### src/rtl/matmul_operand_sp.sv
// Operand scratchpad for the matmul engine: streams A rows, B rows, then C elements, and accepts result/host writes.
// Latency: first operand word one edge after get_matA_i, then one word per edge; host reads return one cycle after the address.
// Backpressure: none; dropping all get_mat*_i aborts a stream. Optional MATMUL_SP_BIAS_GATE_EN gates the C stream with mode_i.
module matmul_operand_sp #(
  parameter int DATA_WIDTH = 8,
  parameter int BUS_WIDTH  = 16,
  parameter int ADDR_WIDTH = 32
) (
  input  logic                  clk_i,
  input  logic                  rst_i,
  input  logic                  get_matA_i,
  input  logic                  get_matB_i,
  input  logic                  get_matC_i,
  input  logic                  mode_i,
  output logic [BUS_WIDTH-1:0]  rd_data_o,
  output logic                  finished_a_o,
  output logic                  finished_b_o,
  output logic                  finished_c_o,
  input  logic                  enable_w_i,
  input  logic [ADDR_WIDTH-1:0] address_i,
  input  logic [BUS_WIDTH-1:0]  data_i,
  input  logic [BUS_WIDTH-1:0]  flags_i,
  input  logic                  finish_mul_i,
  input  logic                  host_we_i,
  input  logic [ADDR_WIDTH-1:0] host_addr_i,
  input  logic [BUS_WIDTH-1:0]  host_data_i,
  output logic [BUS_WIDTH-1:0]  host_rd_data_o,
  output logic                  host_err_o,
  output logic                  busy_o,
  output logic [BUS_WIDTH-1:0]  flags_o
);

  localparam int MAX_DIM = BUS_WIDTH / DATA_WIDTH;
  localparam int IDX_W   = (MAX_DIM > 1) ? $clog2(MAX_DIM) : 1;
  localparam int CI_W    = 2 * IDX_W;
  localparam int NC      = MAX_DIM * MAX_DIM;
  localparam int CNT_W   = CI_W + 1;
  localparam int XW      = ADDR_WIDTH - 5;

  localparam logic [CNT_W-1:0] DIM_C  = CNT_W'(MAX_DIM);
  localparam logic [CNT_W-1:0] NC_C   = CNT_W'(NC);
  localparam logic [XW-1:0]    LIM_AB = XW'(MAX_DIM);
  localparam logic [XW-1:0]    LIM_C  = XW'(NC);
  localparam logic [4:0]       SEL_A  = 5'b00100;
  localparam logic [4:0]       SEL_B  = 5'b01000;
  localparam logic [4:0]       SEL_C  = 5'b10000;

  typedef enum logic [2:0] {IDLE, RD_A, RD_B, RD_C, WAIT_WR} state_t;

  state_t               state, state_nxt;
  logic [CNT_W-1:0]     cnt, cnt_nxt;
  logic [BUS_WIDTH-1:0] rd_nxt, flags_nxt, rd_word;
  logic                 fa_nxt, fb_nxt, fc_nxt;
  logic                 get_any, c_pass;

  logic [BUS_WIDTH-1:0] a_mem [MAX_DIM];
  logic [BUS_WIDTH-1:0] b_mem [MAX_DIM];
  logic [BUS_WIDTH-1:0] c_mem [NC];

  // Whole index field above the select bits, so any upper address bit set makes the index out of range.
  logic [XW-1:0] w_idx, h_idx;
  logic          w_c_ok, calc_wr, h_a_ok, h_b_ok, h_c_ok, h_ok, conflict, host_wr;

  assign w_idx    = address_i[ADDR_WIDTH-1:5];
  assign h_idx    = host_addr_i[ADDR_WIDTH-1:5];
  assign w_c_ok   = (address_i[4:0] == SEL_C) && (w_idx < LIM_C);
  assign calc_wr  = enable_w_i && w_c_ok;
  assign h_a_ok   = (host_addr_i[4:0] == SEL_A) && (h_idx < LIM_AB);
  assign h_b_ok   = (host_addr_i[4:0] == SEL_B) && (h_idx < LIM_AB);
  assign h_c_ok   = (host_addr_i[4:0] == SEL_C) && (h_idx < LIM_C);
  assign h_ok     = h_a_ok || h_b_ok || h_c_ok;
  // A result write from the engine wins over a host write to the same C element.
  assign conflict = calc_wr && h_c_ok && (w_idx[CI_W-1:0] == h_idx[CI_W-1:0]);
  assign host_wr  = host_we_i && (state == IDLE) && h_ok && !conflict;
  assign get_any  = get_matA_i || get_matB_i || get_matC_i;
  assign busy_o   = (state != IDLE);

`ifdef MATMUL_SP_BIAS_GATE_EN
  assign c_pass = mode_i;
`else
  // Without the bias gate mode_i has no effect on the C stream.
  assign c_pass = mode_i | 1'b1;
`endif

  // Next-state, stream word, completion flags and flag latch.
  always_comb begin
    state_nxt = state;
    cnt_nxt   = cnt;
    rd_nxt    = rd_data_o;
    fa_nxt    = finished_a_o;
    fb_nxt    = finished_b_o;
    fc_nxt    = finished_c_o;
    flags_nxt = flags_o;
    case (state)
      IDLE: begin
        if (get_matA_i) begin
          rd_nxt    = a_mem[0];
          cnt_nxt   = CNT_W'(1);
          state_nxt = RD_A;
        end
      end
      RD_A, RD_B, RD_C: begin
        if (!get_any) begin
          state_nxt = IDLE;
          rd_nxt    = '0;
          fa_nxt    = 1'b0;
          fb_nxt    = 1'b0;
          fc_nxt    = 1'b0;
        end else if (state == RD_A) begin
          if (cnt < DIM_C) begin
            rd_nxt  = a_mem[cnt[IDX_W-1:0]];
            cnt_nxt = cnt + CNT_W'(1);
          end else begin
            rd_nxt    = b_mem[0];
            fa_nxt    = 1'b1;
            cnt_nxt   = CNT_W'(1);
            state_nxt = RD_B;
          end
        end else if (state == RD_B) begin
          if (cnt < DIM_C) begin
            rd_nxt  = b_mem[cnt[IDX_W-1:0]];
            cnt_nxt = cnt + CNT_W'(1);
          end else begin
            rd_nxt    = c_pass ? c_mem[0] : '0;
            fb_nxt    = 1'b1;
            cnt_nxt   = CNT_W'(1);
            state_nxt = RD_C;
          end
        end else begin
          if (cnt < NC_C) begin
            rd_nxt  = c_pass ? c_mem[cnt[CI_W-1:0]] : '0;
            cnt_nxt = cnt + CNT_W'(1);
          end else begin
            rd_nxt    = '0;
            fc_nxt    = 1'b1;
            state_nxt = WAIT_WR;
          end
        end
      end
      default: ;
    endcase
    if (finish_mul_i) begin
      for (int i = 0; i < BUS_WIDTH; i++) flags_nxt[i] = (i < NC) ? flags_i[i] : 1'b0;
      if (state == WAIT_WR) begin
        state_nxt = IDLE;
        fa_nxt    = 1'b0;
        fb_nxt    = 1'b0;
        fc_nxt    = 1'b0;
      end
    end
  end

  // State and registered stream outputs.
  always_ff @(posedge clk_i or posedge rst_i) begin
    if (rst_i) begin
      state        <= IDLE;
      cnt          <= '0;
      rd_data_o    <= '0;
      finished_a_o <= 1'b0;
      finished_b_o <= 1'b0;
      finished_c_o <= 1'b0;
      flags_o      <= '0;
    end else begin
      state        <= state_nxt;
      cnt          <= cnt_nxt;
      rd_data_o    <= rd_nxt;
      finished_a_o <= fa_nxt;
      finished_b_o <= fb_nxt;
      finished_c_o <= fc_nxt;
      flags_o      <= flags_nxt;
    end
  end

  // Operand storage: engine result writes in any state, host writes only when idle.
  always_ff @(posedge clk_i or posedge rst_i) begin
    if (rst_i) begin
      for (int i = 0; i < MAX_DIM; i++) begin
        a_mem[i] <= '0;
        b_mem[i] <= '0;
      end
      for (int i = 0; i < NC; i++) c_mem[i] <= '0;
    end else begin
      if (host_wr && h_a_ok) a_mem[h_idx[IDX_W-1:0]] <= host_data_i;
      if (host_wr && h_b_ok) b_mem[h_idx[IDX_W-1:0]] <= host_data_i;
      if (host_wr && h_c_ok) c_mem[h_idx[CI_W-1:0]] <= host_data_i;
      if (calc_wr) c_mem[w_idx[CI_W-1:0]] <= data_i;
    end
  end

  // Host read mux; invalid addresses read as zero.
  always_comb begin
    rd_word = '0;
    if (h_a_ok)      rd_word = a_mem[h_idx[IDX_W-1:0]];
    else if (h_b_ok) rd_word = b_mem[h_idx[IDX_W-1:0]];
    else if (h_c_ok) rd_word = c_mem[h_idx[CI_W-1:0]];
  end

  // Registered host read data and one-cycle reject pulse.
  always_ff @(posedge clk_i or posedge rst_i) begin
    if (rst_i) begin
      host_rd_data_o <= '0;
      host_err_o     <= 1'b0;
    end else begin
      host_rd_data_o <= rd_word;
      host_err_o     <= host_we_i && !host_wr;
    end
  end

endmodule

### config.mk
export PLATFORM = sky130hd
export DESIGN_NAME = matmul_operand_sp
export DESIGN_NICKNAME = d
export VERILOG_FILES = /design/src/rtl/matmul_operand_sp.sv
export SDC_FILE = /design/constraint.sdc
export NUM_CORES = 1
export LEC_CHECK = 0
export ABC_AREA = 1
export BUFFER_PORTS_ARGS = -buffer_cell sky130_fd_sc_hd__buf_2
export CAP_MARGIN = 15
export CORE_MARGIN = 3
export CORE_UTILIZATION = 40
export CTS_BUF_LIST = sky130_fd_sc_hd__clkbuf_16
export DETAILED_ROUTE_END_ITERATION = 16
export PLACE_DENSITY = 0.7
export SLEW_MARGIN = 20
export SYNTH_ARGS = -nofsm -noshare
export SYNTH_HDL_FRONTEND = slang
export SYNTH_SLANG_ARGS = --single-unit
### constraint.sdc
create_clock -name clk_i -period 15.8 [get_ports clk_i]
set_clock_uncertainty 0.15 [all_clocks]
set_input_delay 1.58 -clock clk_i [delete_from_list [all_inputs] [get_ports clk_i]]
set_output_delay 1.58 -clock clk_i [all_outputs]
set_load 0.01 [all_outputs]
==> summary.txt <==
Run status
  • Outcome: finished clean

Critical path
  • CP bufs+invs: 4
  • Critical Path Stages: 13
  • Crit Path Max Fanout: 70
  • Max incr delay on CP: 0.57 ns
  • Slowest CP cell: buf_4
  • Setup CP Type: in2reg
  • Crit start category: input pin
  • Crit. End Element: flop
  • CP arrival: 4.91 ns
  • Family with the most delay on the worst path: buffers and inverters
  • R2R cell count: 8
  • Worst-path cell chain: buf_2 -> buf_4 -> inv_1 -> o21ai_0 -> a21oi_1 -> nand3_1 -> nand2_1 -> nor2_4 -> buf_4 -> nand3_2 -> nand2_1 -> nand3_1 -> nand2_1
  • Cell mode on critical path: nand2_1
  • Required @ worst endpoint: 16.02 ns

Finish
  • N_diodes: 0
  • Area growth syn-to-layout: 14.5%
  • Share of post-route cells with drive strength above 1: 0.134
  • Fin nets: 1686

Timing
  • RSZ-0062 raised after global routing: false
  • Setup TNS: 0 ns
  • Crit share post-route: 0.297
  • Fin worst setup slack: 11.11 ns
  • Count of pins over their slew limit: 0
  • FMAX: 213 MHz
  • Tmin final: 4.69 ns
  • Final hold vios: 0
  • Final setup viols: 0
  • Worst-Margin Slew: 1.09 ns
  • Slew headroom: 0.274

Die
  • I/O pin count: 174
  • Starting Density: 0.415
  • Row cnt: 57
  • Die Width: 166 um
  • Die extent in y: 166 um
  • Core Region: 24700 um2
  • Die ar.: 27600 um2

Global route
  • Number of global-route vias before repair: 9641
  • First-pass GRT wire length: 54.1 mm
  • Total track usage: 0.240
  • Total gr overflow: 0
  • Initial antenna violation count: 0
  • Pin count of the biggest net entering global routing: 102

Clock network
  • Clock latency at the later pin of the worst-skew pair: 0.44 ns
  • # Post-CTS Setup Buffers: 0
  • Bufs on Longest Clock Path: 2
  • Clk Tree Root Cell: clkbuf_16
  • Post-CTS sizing: 0
  • Sink Count: 174
  • Hold Buf Count CTS: 0
  • CTS buffer count: 17
  • Clock transition at path regs: 0.07 ns
  • H-tree Lvls: 4
  • CTS tree: yes

Yosys
  • Synth top area cells: dfrtp_1 42%, nand2_1 14%, o21ai_0 8.5%
  • Area share of the largest cell type after synthesis: 0.424
  • Cell accounting for the most synthesized area: dfrtp_1
  • Sequential share of the synthesized area: 0.424
  • Synth warn: 0
  • Yosys cell types: 33
  • Mapped Area: 10300 um2
  • #FFs+latches synth: 174
  • Syn Inst Count: 1471
  • Avg Cell Area, Syn: 6.97 um2

Drt
  • Routed vias: 10600
  • Drt wl/cell: 17.8 um
  • First-pass detailed-route iteration total: 7
  • Iter 0 DRT Violations: 1364
  • DRC Markers: 0
  • Vias per cell: 5.57
  • Final antenna-violating net count: 0
  • Drt total wl: 33.9 mm

Pwr
  • Pleak: 5.79 nW
  • Worst ir drop on vdd: 0.0000805 V
  • PD cells: 128 nW/um2

Placement
  • Port Buffers: 148
  • Placer Congestion: 0.894
  • Pre-CTS setup slack: 10.81 ns
  • Hpwl dp: 22.6 mm

Worst hold path
  • Worst hold path type: reg2reg
  • WHS Path Cells: 2

Run
  • Max-Cap Viols: 0
==> cell usage in the layout (no fill, tap or decap), types with 2 or more instances in the layout <==
| master | instances |
|---|---|
| nand3_2 | 5 |
| buf_2 | 148 |
| nand2_1 | 391 |
| inv_1 | 159 |
| a211oi_1 | 7 |
| buf_4 | 16 |
| a21oi_1 | 81 |
| o22ai_1 | 36 |
| clkinvlp_4 | 4 |
| mux2_2 | 5 |
| nand3_1 | 105 |
| nor2_4 | 2 |
| o311ai_0 | 3 |
| dfrtp_1 | 173 |
| conb_1 | 12 |
| clkinv_1 | 4 |
| a31oi_1 | 2 |
| nor2_1 | 99 |
| o31ai_1 | 2 |
| nor3_1 | 4 |
| bufinv_16 | 4 |
| inv_6 | 4 |
| nand4_1 | 65 |
| o21ai_1 | 32 |
| o21ai_0 | 174 |
| o211ai_1 | 4 |
| o2111ai_1 | 8 |
| clkbuf_16 | 17 |
| clkinv_2 | 2 |
| inv_2 | 2 |
==> Yosys cell counts <==
cell type / instances
o21ai_0: 174
nor2_4: 1
conb_1: 1
o211ai_1: 4
nand2_1: 391
o311ai_0: 3
o22ai_1: 36
mux2_2: 5
o31ai_1: 2
nor2_1: 99
xnor2_1: 1
o2111ai_1: 8
nand3b_1: 1
nand4_1: 65
a211oi_1: 7
a21oi_1: 81
buf_4: 18
buf_1: 3
o21ai_1: 32
or2_1: 1
ha_1: 1
clkinv_1: 3
nor2_2: 2
o21a_1: 1
buf_2: 10
a31oi_1: 2
clkbuf_1: 70
inv_2: 2
nand3_2: 4
inv_1: 159
nand3_1: 106
nor3_1: 4
dfrtp_1: 174
==> registers in the layout, indices dropped and copies added (netlist names), 3 cells and up <==
| register | count |
|---|---|
| cnt | 3 |
| flags_o | 4 |
| c_mem | 64 |
| host_rd_data_o | 16 |
| a_mem | 32 |
| state | 3 |
| rd_data_o | 16 |
| b_mem | 32 |
==> routing by layer <==
| layer | track usage | vias to the layer above | wire length, um |
|---|---|---|---|
| li1 | - | 5042 | - |
| met2 | 0.361 | 608 | 15000 |
| met3 | 0.0517 | 65 | 3690 |
| met4 | 0.0684 | 0 | 702 |
| met5 | 0 | - | 0 |
| met1 | 0.350 | 4867 | 14500 |
==> worst min-delay path, cell delays in order (launching register included) <==
cell and delay (ns):
dfrtp_1 0.34, nand2_1 0.05, o21ai_0 0.06
==> cells by family (layout without fill, tap and decap cells) <==
kind of cell | Yosys count | after routing | share of synthesized area
muxes | 5 | 5 | 0.00549
other | 1 | 12 | 0.000366
adders and majority gates | 1 | 1 | 0.00122
xor gates and xnor gates | 1 | 1 | 0.000854
DFF | 174 | 174 | 0.424
and+or+nand+nor | 674 | 674 | 0.280
AOI/OAI and AO/OA | 350 | 350 | 0.183
buffers and inverters | 265 | 360 | 0.105
==> worst paths after layout <==
kind | startpoint | endpoint | slack, ns
max in group asynchronous | rst_i | rd_data_o[6]$_DFFE_PP0P_ | 12.80
min in group asynchronous | rst_i | host_rd_data_o[2]$_DFF_PP0_ | 1.21
setup / recovery | host_addr_i[5] | c_mem[38]$_DFF_PP0_ | 11.11
hold / removal | b_mem[26]$_DFFE_PP0P_ | b_mem[26]$_DFFE_PP0P_ | 0.34
hold reg to reg | b_mem[26]$_DFFE_PP0P_ | b_mem[26]$_DFFE_PP0P_ | 0.34
setup reg to reg | cnt[1]$_DFFE_PP0P_ | rd_data_o[4]$_DFFE_PP0P_ | 12.48
==> report_power, final <==
part           internal, mW  leakage (nW)  total (mW)  switching [mW]
combinational         0.161          3.45       0.539           0.378
sequential            0.481          2.04       0.507          0.0262
clock                 0.264         0.299       0.454           0.189
==> cell type report <==
type,instances,area [um2]
Clock buffer,17,425
Clock inverter,15,194
Fill cell,2471,13000
Inverter,164,621
Multi-Input combinational cell,1043,4880
Sequential cell,174,4360
Tap cell,324,405
Timing Repair Buffer,164,861
==> stage by stage <==
| stage | hold WS [ns] | instance area [um2] | utilization | power (mW) | std cells |
|---|---|---|---|---|---|
| after floorplan | 0.303 | 10300 | - | 0.856 | 1482 |
| after global placement | 0.318 | 11100 | 0.449 | 1.03 | 1869 |
| after detailed placement | 0.325 | 11100 | 0.450 | 1.04 | 1869 |
| after CTS | 0.341 | 11700 | 0.475 | 1.49 | 1901 |
| after global routing | 0.357 | 11700 | 0.475 | 1.58 | 1901 |
| final | 0.338 | 11700 | 0.475 | 1.50 | 1901 |
Note: power is estimated with default switching activity, not from simulation.
